$ cat config.mk
export PLATFORM = sky130hd
export DESIGN_NAME = o_rotary_encoder_flat
export DESIGN_NICKNAME = d
export VERILOG_FILES = /design/src/rtl/o_rotary_encoder_pkg.sv /design/src/rtl/o_rotary_encoder_if.sv /design/src/rtl/o_rotary_dwell_timer.sv /design/src/rtl/o_rotary_encoder.sv /design/src/flat_wrapper.sv
export SDC_FILE = /design/constraint.sdc
export NUM_CORES = 1
export LEC_CHECK = 0
export CAP_MARGIN = 20
export CORE_MARGIN = 2
export CORE_UTILIZATION = 50
export CTS_CLUSTER_DIAMETER = 100
export DETAILED_ROUTE_END_ITERATION = 10
export HOLD_SLACK_MARGIN = 0.03
export PLACE_DENSITY = 0.71
export SYNTH_ARGS = -nofsm -noshare
export SYNTH_HDL_FRONTEND = slang
export SYNTH_SLANG_ARGS = --single-unit
$ cat constraint.sdc
create_clock -name i_clk -period 4.8 [get_ports i_clk]
set_input_delay 1.2 -clock i_clk [delete_from_list [all_inputs] [get_ports i_clk]]
set_output_delay 1.2 -clock i_clk [all_outputs]
set_load 0.005 [all_outputs]
$ cat src/rtl/o_rotary_encoder_pkg.sv
// Shared phase, direction and FSM definitions for the quadrature encoder emulator and decoder.
package o_rotary_encoder_pkg;

  // Phase constants written as {a, b}.
  localparam logic [1:0] PH_00 = 2'b00;
  localparam logic [1:0] PH_10 = 2'b10;
  localparam logic [1:0] PH_11 = 2'b11;
  localparam logic [1:0] PH_01 = 2'b01;

  localparam logic DIR_CW  = 1'b1;
  localparam logic DIR_CCW = 1'b0;

  // Phase issued at each quarter of a detent; element 0 is the first transition out of 00.
  localparam logic [3:0][1:0] CW_NEXT  = {PH_00, PH_01, PH_11, PH_10};
  localparam logic [3:0][1:0] CCW_NEXT = {PH_00, PH_10, PH_11, PH_01};

  typedef enum logic {
    ST_IDLE = 1'b0,
    ST_RUN  = 1'b1
  } state_e;

  function automatic logic [1:0] quarter_phase(input logic dir, input logic [1:0] q);
    return (dir == DIR_CW) ? CW_NEXT[q] : CCW_NEXT[q];
  endfunction

endpackage

$ cat src/rtl/o_rotary_encoder_if.sv
// Step-request / quadrature-output bundle of the encoder emulator.
// o_position exists only when O_ROTARY_ENCODER_POSITION_EN is defined.
interface o_rotary_encoder_if #(
  parameter int unsigned PENDING_WIDTH = 4
);
  typedef logic [PENDING_WIDTH-1:0] pos_t;

  logic i_step;
  logic i_step_cw;
  logic o_ready;
  logic o_busy;
  logic o_phase_a;
  logic o_phase_b;
`ifdef O_ROTARY_ENCODER_POSITION_EN
  pos_t o_position;

  modport master (
    output i_step, i_step_cw,
    input  o_ready, o_busy, o_phase_a, o_phase_b, o_position
  );
  modport slave (
    input  i_step, i_step_cw,
    output o_ready, o_busy, o_phase_a, o_phase_b, o_position
  );
`else
  modport master (
    output i_step, i_step_cw,
    input  o_ready, o_busy, o_phase_a, o_phase_b
  );
  modport slave (
    input  i_step, i_step_cw,
    output o_ready, o_busy, o_phase_a, o_phase_b
  );
`endif
endinterface

$ cat src/rtl/o_rotary_dwell_timer.sv
// Reloadable down-counter; o_expire pulses for one cycle when a loaded count runs out.
module o_rotary_dwell_timer #(
  parameter int unsigned DWELL = 4,
  parameter int unsigned Width = $clog2(DWELL + 1)
) (
  input  logic             i_clk,
  input  logic             i_rst_n,
  input  logic             i_load,
  input  logic [Width-1:0] i_load_val,
  output logic             o_expire
);
  logic [Width-1:0] count_q;
  logic             armed_q;

  // Disarming on expiry keeps the strobe single-cycle unless the owner reloads.
  assign o_expire = armed_q && (count_q == '0);

  always_ff @(posedge i_clk) begin
    if (!i_rst_n) begin
      count_q <= '0;
      armed_q <= 1'b0;
    end else if (i_load) begin
      count_q <= i_load_val;
      armed_q <= 1'b1;
    end else if (armed_q) begin
      if (count_q == '0) begin
        armed_q <= 1'b0;
      end else begin
        count_q <= count_q - 1'b1;
      end
    end
  end

endmodule

$ cat src/rtl/o_rotary_encoder.sv
// Quadrature rotary-encoder emulator: turns step requests into complete Gray-code detent cycles.
// Optional O_ROTARY_ENCODER_POSITION_EN adds a wrapping count of completed detents.
module o_rotary_encoder
  import o_rotary_encoder_pkg::*;
#(
  parameter int unsigned DWELL         = 4,
  parameter int unsigned PENDING_WIDTH = 4
) (
  input logic               i_clk,
  input logic               i_rst_n,
  o_rotary_encoder_if.slave bus
);
  localparam int unsigned TimerW = $clog2(DWELL + 1);
  localparam logic signed [PENDING_WIDTH-1:0] PendMax =
      PENDING_WIDTH'((1 << (PENDING_WIDTH - 1)) - 1);
  localparam logic signed [PENDING_WIDTH-1:0] PendOne = PENDING_WIDTH'(1);
  localparam logic [TimerW-1:0] DwellLoad = TimerW'(DWELL - 1);

  state_e                          state_q, state_d;
  logic [1:0]                      q_q, q_d;
  logic                            zero_hold_q, zero_hold_d;
  logic                            dir_q, dir_d;
  logic [1:0]                      phase_q, phase_d;
  logic signed [PENDING_WIDTH-1:0] pending_q, pending_d;
  logic signed [PENDING_WIDTH-1:0] req, pend_sum;
  logic                            ready, accept, can_commit, commit, commit_dir;
  logic                            timer_load, timer_expire;
  logic [TimerW-1:0]               timer_val;

  assign ready      = (pending_q != PendMax) && (pending_q != -PendMax);
  assign accept     = bus.i_step && ready;
  assign req        = !accept ? '0 : (bus.i_step_cw ? PendOne : -PendOne);
  assign pend_sum   = pending_q + req;
  // An opposing request arriving with the last uncommitted detent cancels it instead.
  assign can_commit = (pending_q != '0) && (pend_sum != '0);
  assign commit_dir = pending_q[PENDING_WIDTH-1] ? DIR_CCW : DIR_CW;

  o_rotary_dwell_timer #(
    .DWELL (DWELL),
    .Width (TimerW)
  ) u_dwell_timer (
    .i_clk      (i_clk),
    .i_rst_n    (i_rst_n),
    .i_load     (timer_load),
    .i_load_val (timer_val),
    .o_expire   (timer_expire)
  );

  always_comb begin
    state_d     = state_q;
    q_d         = q_q;
    zero_hold_d = zero_hold_q;
    dir_d       = dir_q;
    phase_d     = phase_q;
    commit      = 1'b0;
    timer_load  = 1'b0;
    timer_val   = DwellLoad;

    unique case (state_q)
      ST_IDLE: begin
        if (can_commit) begin
          commit      = 1'b1;
          dir_d       = commit_dir;
          state_d     = ST_RUN;
          q_d         = 2'd0;
          zero_hold_d = 1'b0;
          timer_load  = 1'b1;
          timer_val   = '0;
        end
      end
      ST_RUN: begin
        if (timer_expire) begin
          if (!zero_hold_q) begin
            phase_d    = quarter_phase(dir_q, q_q);
            q_d        = q_q + 2'd1;
            timer_load = 1'b1;
            if (q_q == 2'd3) begin
              zero_hold_d = 1'b1;
            end
          end else if (can_commit) begin
            // Back-to-back detent: the end of the 00 hold is the next detent's first edge.
            commit      = 1'b1;
            dir_d       = commit_dir;
            phase_d     = quarter_phase(commit_dir, 2'd0);
            q_d         = 2'd1;
            zero_hold_d = 1'b0;
            timer_load  = 1'b1;
          end else begin
            state_d     = ST_IDLE;
            q_d         = 2'd0;
            zero_hold_d = 1'b0;
          end
        end
      end
      default: state_d = ST_IDLE;
    endcase

    pending_d = pend_sum;
    if (commit) begin
      pending_d = (commit_dir == DIR_CW) ? pend_sum - PendOne : pend_sum + PendOne;
    end
  end

  always_ff @(posedge i_clk) begin
    if (!i_rst_n) begin
      state_q     <= ST_IDLE;
      q_q         <= 2'd0;
      zero_hold_q <= 1'b0;
      dir_q       <= DIR_CW;
      phase_q     <= PH_00;
      pending_q   <= '0;
    end else begin
      state_q     <= state_d;
      q_q         <= q_d;
      zero_hold_q <= zero_hold_d;
      dir_q       <= dir_d;
      phase_q     <= phase_d;
      pending_q   <= pending_d;
    end
  end

  assign bus.o_ready   = ready;
  assign bus.o_busy    = (state_q == ST_RUN);
  assign bus.o_phase_a = phase_q[1];
  assign bus.o_phase_b = phase_q[0];

`ifdef O_ROTARY_ENCODER_POSITION_EN
  logic [PENDING_WIDTH-1:0] position_q;
  logic                     pos_step;

  // Counted on the edge that issues the final 00 of a detent.
  assign pos_step = (state_q == ST_RUN) && timer_expire && !zero_hold_q && (q_q == 2'd3);

  always_ff @(posedge i_clk) begin
    if (!i_rst_n) begin
      position_q <= '0;
    end else if (pos_step) begin
      position_q <= (dir_q == DIR_CW) ? position_q + PENDING_WIDTH'(1)
                                      : position_q - PENDING_WIDTH'(1);
    end
  end

  assign bus.o_position = position_q;
`endif

endmodule
$ cat src/flat_wrapper.sv
// flat-port wrapper written by rule: the top's interface ports become plain ports
module o_rotary_encoder_flat import o_rotary_encoder_pkg::*;
#(
  parameter int unsigned DWELL         = 4,
  parameter int unsigned PENDING_WIDTH = 4
)
  (i_clk, i_rst_n, bus_i_step, bus_i_step_cw, bus_o_ready, bus_o_busy, bus_o_phase_a, bus_o_phase_b);
  o_rotary_encoder_if #(.PENDING_WIDTH(PENDING_WIDTH)) bus_i ();
  input logic i_clk;
  input logic i_rst_n;
  input wire logic [$bits(bus_i.i_step)-1:0] bus_i_step;
  input wire logic [$bits(bus_i.i_step_cw)-1:0] bus_i_step_cw;
  output wire logic [$bits(bus_i.o_ready)-1:0] bus_o_ready;
  output wire logic [$bits(bus_i.o_busy)-1:0] bus_o_busy;
  output wire logic [$bits(bus_i.o_phase_a)-1:0] bus_o_phase_a;
  output wire logic [$bits(bus_i.o_phase_b)-1:0] bus_o_phase_b;
  assign bus_i.i_step = bus_i_step;
  assign bus_i.i_step_cw = bus_i_step_cw;
  assign bus_o_ready = bus_i.o_ready;
  assign bus_o_busy = bus_i.o_busy;
  assign bus_o_phase_a = bus_i.o_phase_a;
  assign bus_o_phase_b = bus_i.o_phase_b;
  o_rotary_encoder #(.DWELL(DWELL), .PENDING_WIDTH(PENDING_WIDTH)) u_core (.i_clk(i_clk), .i_rst_n(i_rst_n), .bus(bus_i));
endmodule
### After elaboration in Yosys (flattened, before gate mapping)

Cells that the tools add are included.

| word-level totals | value |
|---|---|
| word-level logic and storage cells | 79 |
| output and inout bits | 4 |
| input port bits | 4 |
| bits in registers | 15 |

| operators by class | value |
|---|---|
| reduce and logical (&&, ||, !) cells | 12 |
| bitwise logic cells | 1 |
| multiplexer cells | 44 |
| add/sub/neg operators | 5 |
| equality and inequality tests | 8 |
| $lt $le $gt $ge | 1 |

Operators with widths:

| operator | count |
|---|---|
| two-way mux 2 bit | 11 |
| two-way mux 1 bit | 18 |
| two-way mux 4 bit | 4 |
| case mux 1 bit (2 select lines) | 5 |
| two-way mux 3 bit | 3 |
| binary-select mux 2 bit (select 2 bit) | 2 |
| inequality test 4 bit (second input constant) | 2 |
| nonzero test 4 bit | 2 |
| inequality test 2 bit (second input constant) | 3 |
| AND reduction 2 bit | 3 |
| adder 4 x 2 -> 4 bit (second input constant) | 1 |
| adder 4 bit | 1 |
| logical AND 1 bit | 4 |
| inequality test 2 x 1 -> 1 bit (second input constant) | 2 |
| case mux 2 bit (2 select lines) | 1 |
| subtractor 4 x 2 -> 4 bit (second input constant) | 1 |
| logical NOT 3 bit | 1 |
| less-than comparator 2 x 3 -> 1 bit (second input constant) | 1 |
| AND reduction 3 bit | 1 |
| subtractor 3 x 1 -> 3 bit (second input constant) | 1 |
| adder 2 x 1 -> 2 bit (second input constant) | 1 |
| equality test 2 bit (second input constant) | 1 |
| nonzero test 2 bit | 1 |
| inverter 1 bit | 1 |

### Longest topological paths before layout

| depth | value |
|---|---|
| depth in word-level cells | 13 |
| gate-level depth with buffers | 12 |
| gate-level depth less buffers | 12 |

### Modules after synthesis

A second synthesis with hierarchy kept.

| unflattened totals | value |
|---|---|
| cell total of the unflattened synthesis | 124 |
| area, all modules | 1062.3 sq um |

By module, submodules not included:

| module | seq. area each (sq um) | area each (sq um) | times used | cells each |
|---|---|---|---|---|
| o_rotary_encoder | 220.2 | 823.3 | 1 | 96 |
| o_rotary_dwell_timer | 80.1 | 239.0 | 1 | 28 |

### Least setup slack after synthesis

Ideal clock, no wire load.

| timing path | value |
|---|---|
| kind | input to register |
| start point | in bus_i_step_cw |
| end point | reg u_core.phase_q[0] |
| buffers on the path | 0 |
| data arrival time | 3.635 ns |
| required time | 4.728 ns |
| setup time | 0.072 ns |
| cell stages on the path | 8 |
| slack | 1.093 ns |
| cell sequence | or4b_4 -> inv_1 -> fa_1 -> nor3_1 -> or4b_4 -> and3b_4 -> o21bai_4 -> mux2i_1 |

| on the way | value |
|---|---|
| cells in the longest elaborated chain, start to end | 7 |

RTL lines:

| item | RTL line | text |
|---|---|---|
| from (decl) | flat_wrapper.sv:12 | `input wire logic [$bits(bus_i.i_step_cw)-1:0] bus_i_step_cw;` |
| two-way mux 4 bit (2 in series) | o_rotary_encoder.sv:32 | `assign req = !accept ? '0 : (bus.i_step_cw ? PendOne : -PendOne);` |
| adder 4 bit | o_rotary_encoder.sv:33 | `assign pend_sum = pending_q + req;` |
| nonzero test 4 bit | o_rotary_encoder.sv:35 | `assign can_commit = (pending_q != '0) && (pend_sum != '0);` |
| logical AND 1 bit | o_rotary_encoder.sv:35 |  |
| inequality test 2 bit (no line) | - |  |
| AND reduction 3 bit (no line) | - |  |
| to (signal assigned) | o_rotary_encoder.sv:117 | `phase_q <= phase_d;` |
| to (decl) | o_rotary_encoder.sv:23 | `logic [1:0] phase_q, phase_d;` |

Every way passes these cells.
A chain may end at the register's enable or synchronous reset.

### Worst setup path in the final report

| timing path | value |
|---|---|
| start point | in bus_i_step_cw |
| end point | reg u_core.phase_q[1] |

The elaborated chain is that of the path after synthesis.

==> impl_results.md <==
* Status: finished, final reports clean
* Most common library cells after synthesis: 15 x dfxtp_1, 12 x nand2_1, 9 x inv_1
* # diodes at 0
* Vias per cell at approximately 5.6
* Nets at between 100 and 150
* Static leakage at around 0.44 nW
* Layout cells sized above 1 at 6.67%
* Area growth syn-to-layout at 13.0%
* Reg2Reg Depth at 9
* Final Cell Area at 0.00109 mm2
* Io pins at 8
* Max Cap Viol at 0
* Psw at around 270 uW
* Die span in x at around 48 um
* Crit path DAT at between 4 and 5 ns
* Cell Rows at 15
* RSZ-0062 raised after global routing: false
* Post-cts resize count at 0
* CTS Hold Bufs at 0
* Critical path required time at around 5.0 ns
* DRC viols at 0
* Core footprint at between 0.0015 and 0.002 mm2
* Worst slew pin tran at between 0.5 and 0.6 ns
* Setup bufs post-CTS at 0
* Yosys Warn Count at 0
* Sw frac at a little over two fifths
* Largest net degree at the start of global routing at 12
* DR WL/cell at between 10 and 15 um
* Hold Crit Class: reg2reg
* Syn Nets at approximately 120
* Crit path kind: in2reg
* Post-synthesis register bit count at 15
* Leading cell type by number of instances after synthesis: dfxtp_1
* Die height at roughly 48 um
* Hold Path Depth at 2
* Root Driver: clkbuf_4
* Worst setup SP type: primary input
* Min cycle time layout at 3.99 ns
* Total track usage at between 10% and 20%
* Post-Syn Area per Cell at between 8 and 9 um2
* Fin. max-slew vios at 0
* Dpl cell area at 0.00106 mm2
* Cell Area, Synth at slightly below 0.001 mm2
* Final Skew at approximately 0.011 ns
* Starting Density at a little over half
* Setup TNS Final at 0 ns
* Clock Sinks at 15
* Multi-input logic area at 623 um2
* Global-route wire length before repair at between 3 and 4 mm
* Cell taking the most area after synthesis: dfxtp_1
* Clock power frac at a little under an eighth
* Synth top area cells: dfxtp_1 31%, ha_1 10%, mux2i_1 5.2%
* Upper clock frequency limit at between 0.2 and 0.3 GHz
* DRT antenna net count at 0
* Vias at about 810
* Vias in the first global route at 731
* Main synth FF type: dfxtp_1
* Final wirelength at between 1.5 and 2 mm
* Max VDD drop at ~0.37 mV
* Post-synth EDFFs at 0
* Initial DRC count at 23
* H-tree depth at 1
* Sequential area share after synthesis at 31.1%
* Crit Path Max Fanout at 6
* Total global routing overflow at 0
* Final setup vio count at 0
* Port bufs at 7
* Fin util at between 60% and 70%
* Filler Cells Inserted at about 170
* HPWL Detailed at 1.47 mm
* Die Area at roughly 0.0023 mm2
* Drt first pass iters at 4
* CTS Buf Count at 3
* Period utilization at between 80 and 90%
* P_int at between 300 and 400 uW
* Clock transition at the registers of the reported paths at around 0.09 ns
* Slew HR at 62.5%
* Finished Layout Cells at ~150
* Crit. End Element: flip-flop
* Fin. Hold Viols at 0
* Yosys top cell area share at a little under a third
* Combinational share of power at between 50% and 60%
* Flop pwr share at a little under a third
* Clk buf depth at 2
* Yosys cell types at 33
* Placer Congestion at 0.858
* CTS tree: yes
* Antenna violations before repair at 0
* Post-synth ARST share at 0%
* PD cells at 583 mW/mm2
* Reg area at 300 um2
* Synth Instances at 110
* Placed Instances at approximately 140
* Clock insertion delay at the later pin of the skew report at 0.29 ns
==> final timing paths <==
kind / to / slack, ns / startpoint
worst min register to register: u_core.phase_q[0]$_SDFFE_PN0P_ / 0.47 / u_core.phase_q[0]$_SDFFE_PN0P_
worst min-delay path: u_core.phase_q[0]$_SDFFE_PN0P_ / 0.47 / u_core.phase_q[0]$_SDFFE_PN0P_
worst max register to register: u_core.phase_q[1]$_SDFFE_PN0P_ / 1.49 / u_core.pending_q[3]$_SDFF_PN0_
worst max-delay path: u_core.phase_q[1]$_SDFFE_PN0P_ / 0.81 / bus_i_step_cw
==> registers in the layout, summed over array words and instances, names as in the netlist <==
name                          cells
u_core.u_dwell_timer.count_q      3
u_core.phase_q                    2
u_core.dir_q                      1
u_core.u_dwell_timer.armed_q      1
u_core.pending_q                  4
u_core.zero_hold_q                1
u_core.bus.o_busy                 1
u_core.q_q                        2
==> placed cells by master (no fill, tap or decap), types with 2 or more instances in the layout <==
| cell | n |
|---|---|
| dfxtp_1 | 15 |
| nand2_1 | 12 |
| inv_1 | 9 |
| nor2_1 | 8 |
| ha_1 | 8 |
| clkdlybuf4s50_1 | 7 |
| nand3_1 | 6 |
| a21oi_1 | 6 |
| mux2i_1 | 5 |
| o21ai_0 | 4 |
| xnor2_1 | 4 |
| xor2_1 | 3 |
| o211ai_1 | 3 |
| clkbuf_4 | 3 |
| or4b_4 | 2 |
| nor3_1 | 2 |
| a21boi_0 | 2 |
| o22ai_1 | 2 |
| nand4_1 | 2 |
| fa_1 | 2 |
==> routing by layer <==
metal  track usage [%]  routed length (um)  vias to the layer above
met5                 0                   0                        -
met4              7.57                  27                        0
met3              6.79                  69                        5
met2              30.1                 827                       18
met1              25.3                 880                      371
li1                  -                   -                      415
==> worst max-delay path, cell delays in order <==
cell             delay, ns
clkdlybuf4s50_1       0.40
or4b_4                0.56
inv_1                 0.14
fa_1                  0.51
nor3_1                0.26
or4b_4                0.50
and3b_4               0.23
o21bai_4              0.19
mux2i_1               0.21
==> kinds of logic after synthesis <==
kind of cell             share of synthesized area (%)
flip-flops                                        31.1
AO/OA/AOI/OAI                                     16.2
buffers and inverters                             4.28
XOR/XNOR                                          6.36
adder cells (fa/ha/maj)                           14.5
AND/OR/NAND/NOR                                   22.3
multiplexers                                      5.19
==> layout make-up <==
| type | instances | share of cell area [%] |
|---|---|---|
| clock buffer | 3 | 2.07 |
| inverter | 10 | 3.44 |
| tap | 25 | 2.87 |
| sequential | 15 | 27.6 |
| multi-input combinational | 84 | 57.2 |
| timing repair buffer | 7 | 6.43 |
| clock inverter | 1 | 0.459 |
==> per-stage QoR <==
| stage | hold WS (ns) | power (mW) | worst slack (ns) |
|---|---|---|---|
| after floorplan | 0.455 | 0.484 | 1.09 |
| after global placement | 0.448 | 0.557 | 0.595 |
| after detailed placement | 0.460 | 0.567 | 0.506 |
| after CTS | 0.474 | 0.641 | 0.816 |
| after global routing | 0.496 | 0.704 | 0.639 |
| final | 0.473 | 0.636 | 0.813 |
==> power groups by stage <==
stage | logic, mW | clock network, mW | registers [mW]
floorplan | 0.299 | 0 | 0.185
global placement | 0.364 | 0 | 0.193
detailed placement | 0.373 | 0 | 0.194
CTS | 0.375 | 0.0759 | 0.191
global route | 0.427 | 0.0807 | 0.196
finish | 0.373 | 0.0726 | 0.190
(Power assumes the default switching activity.)
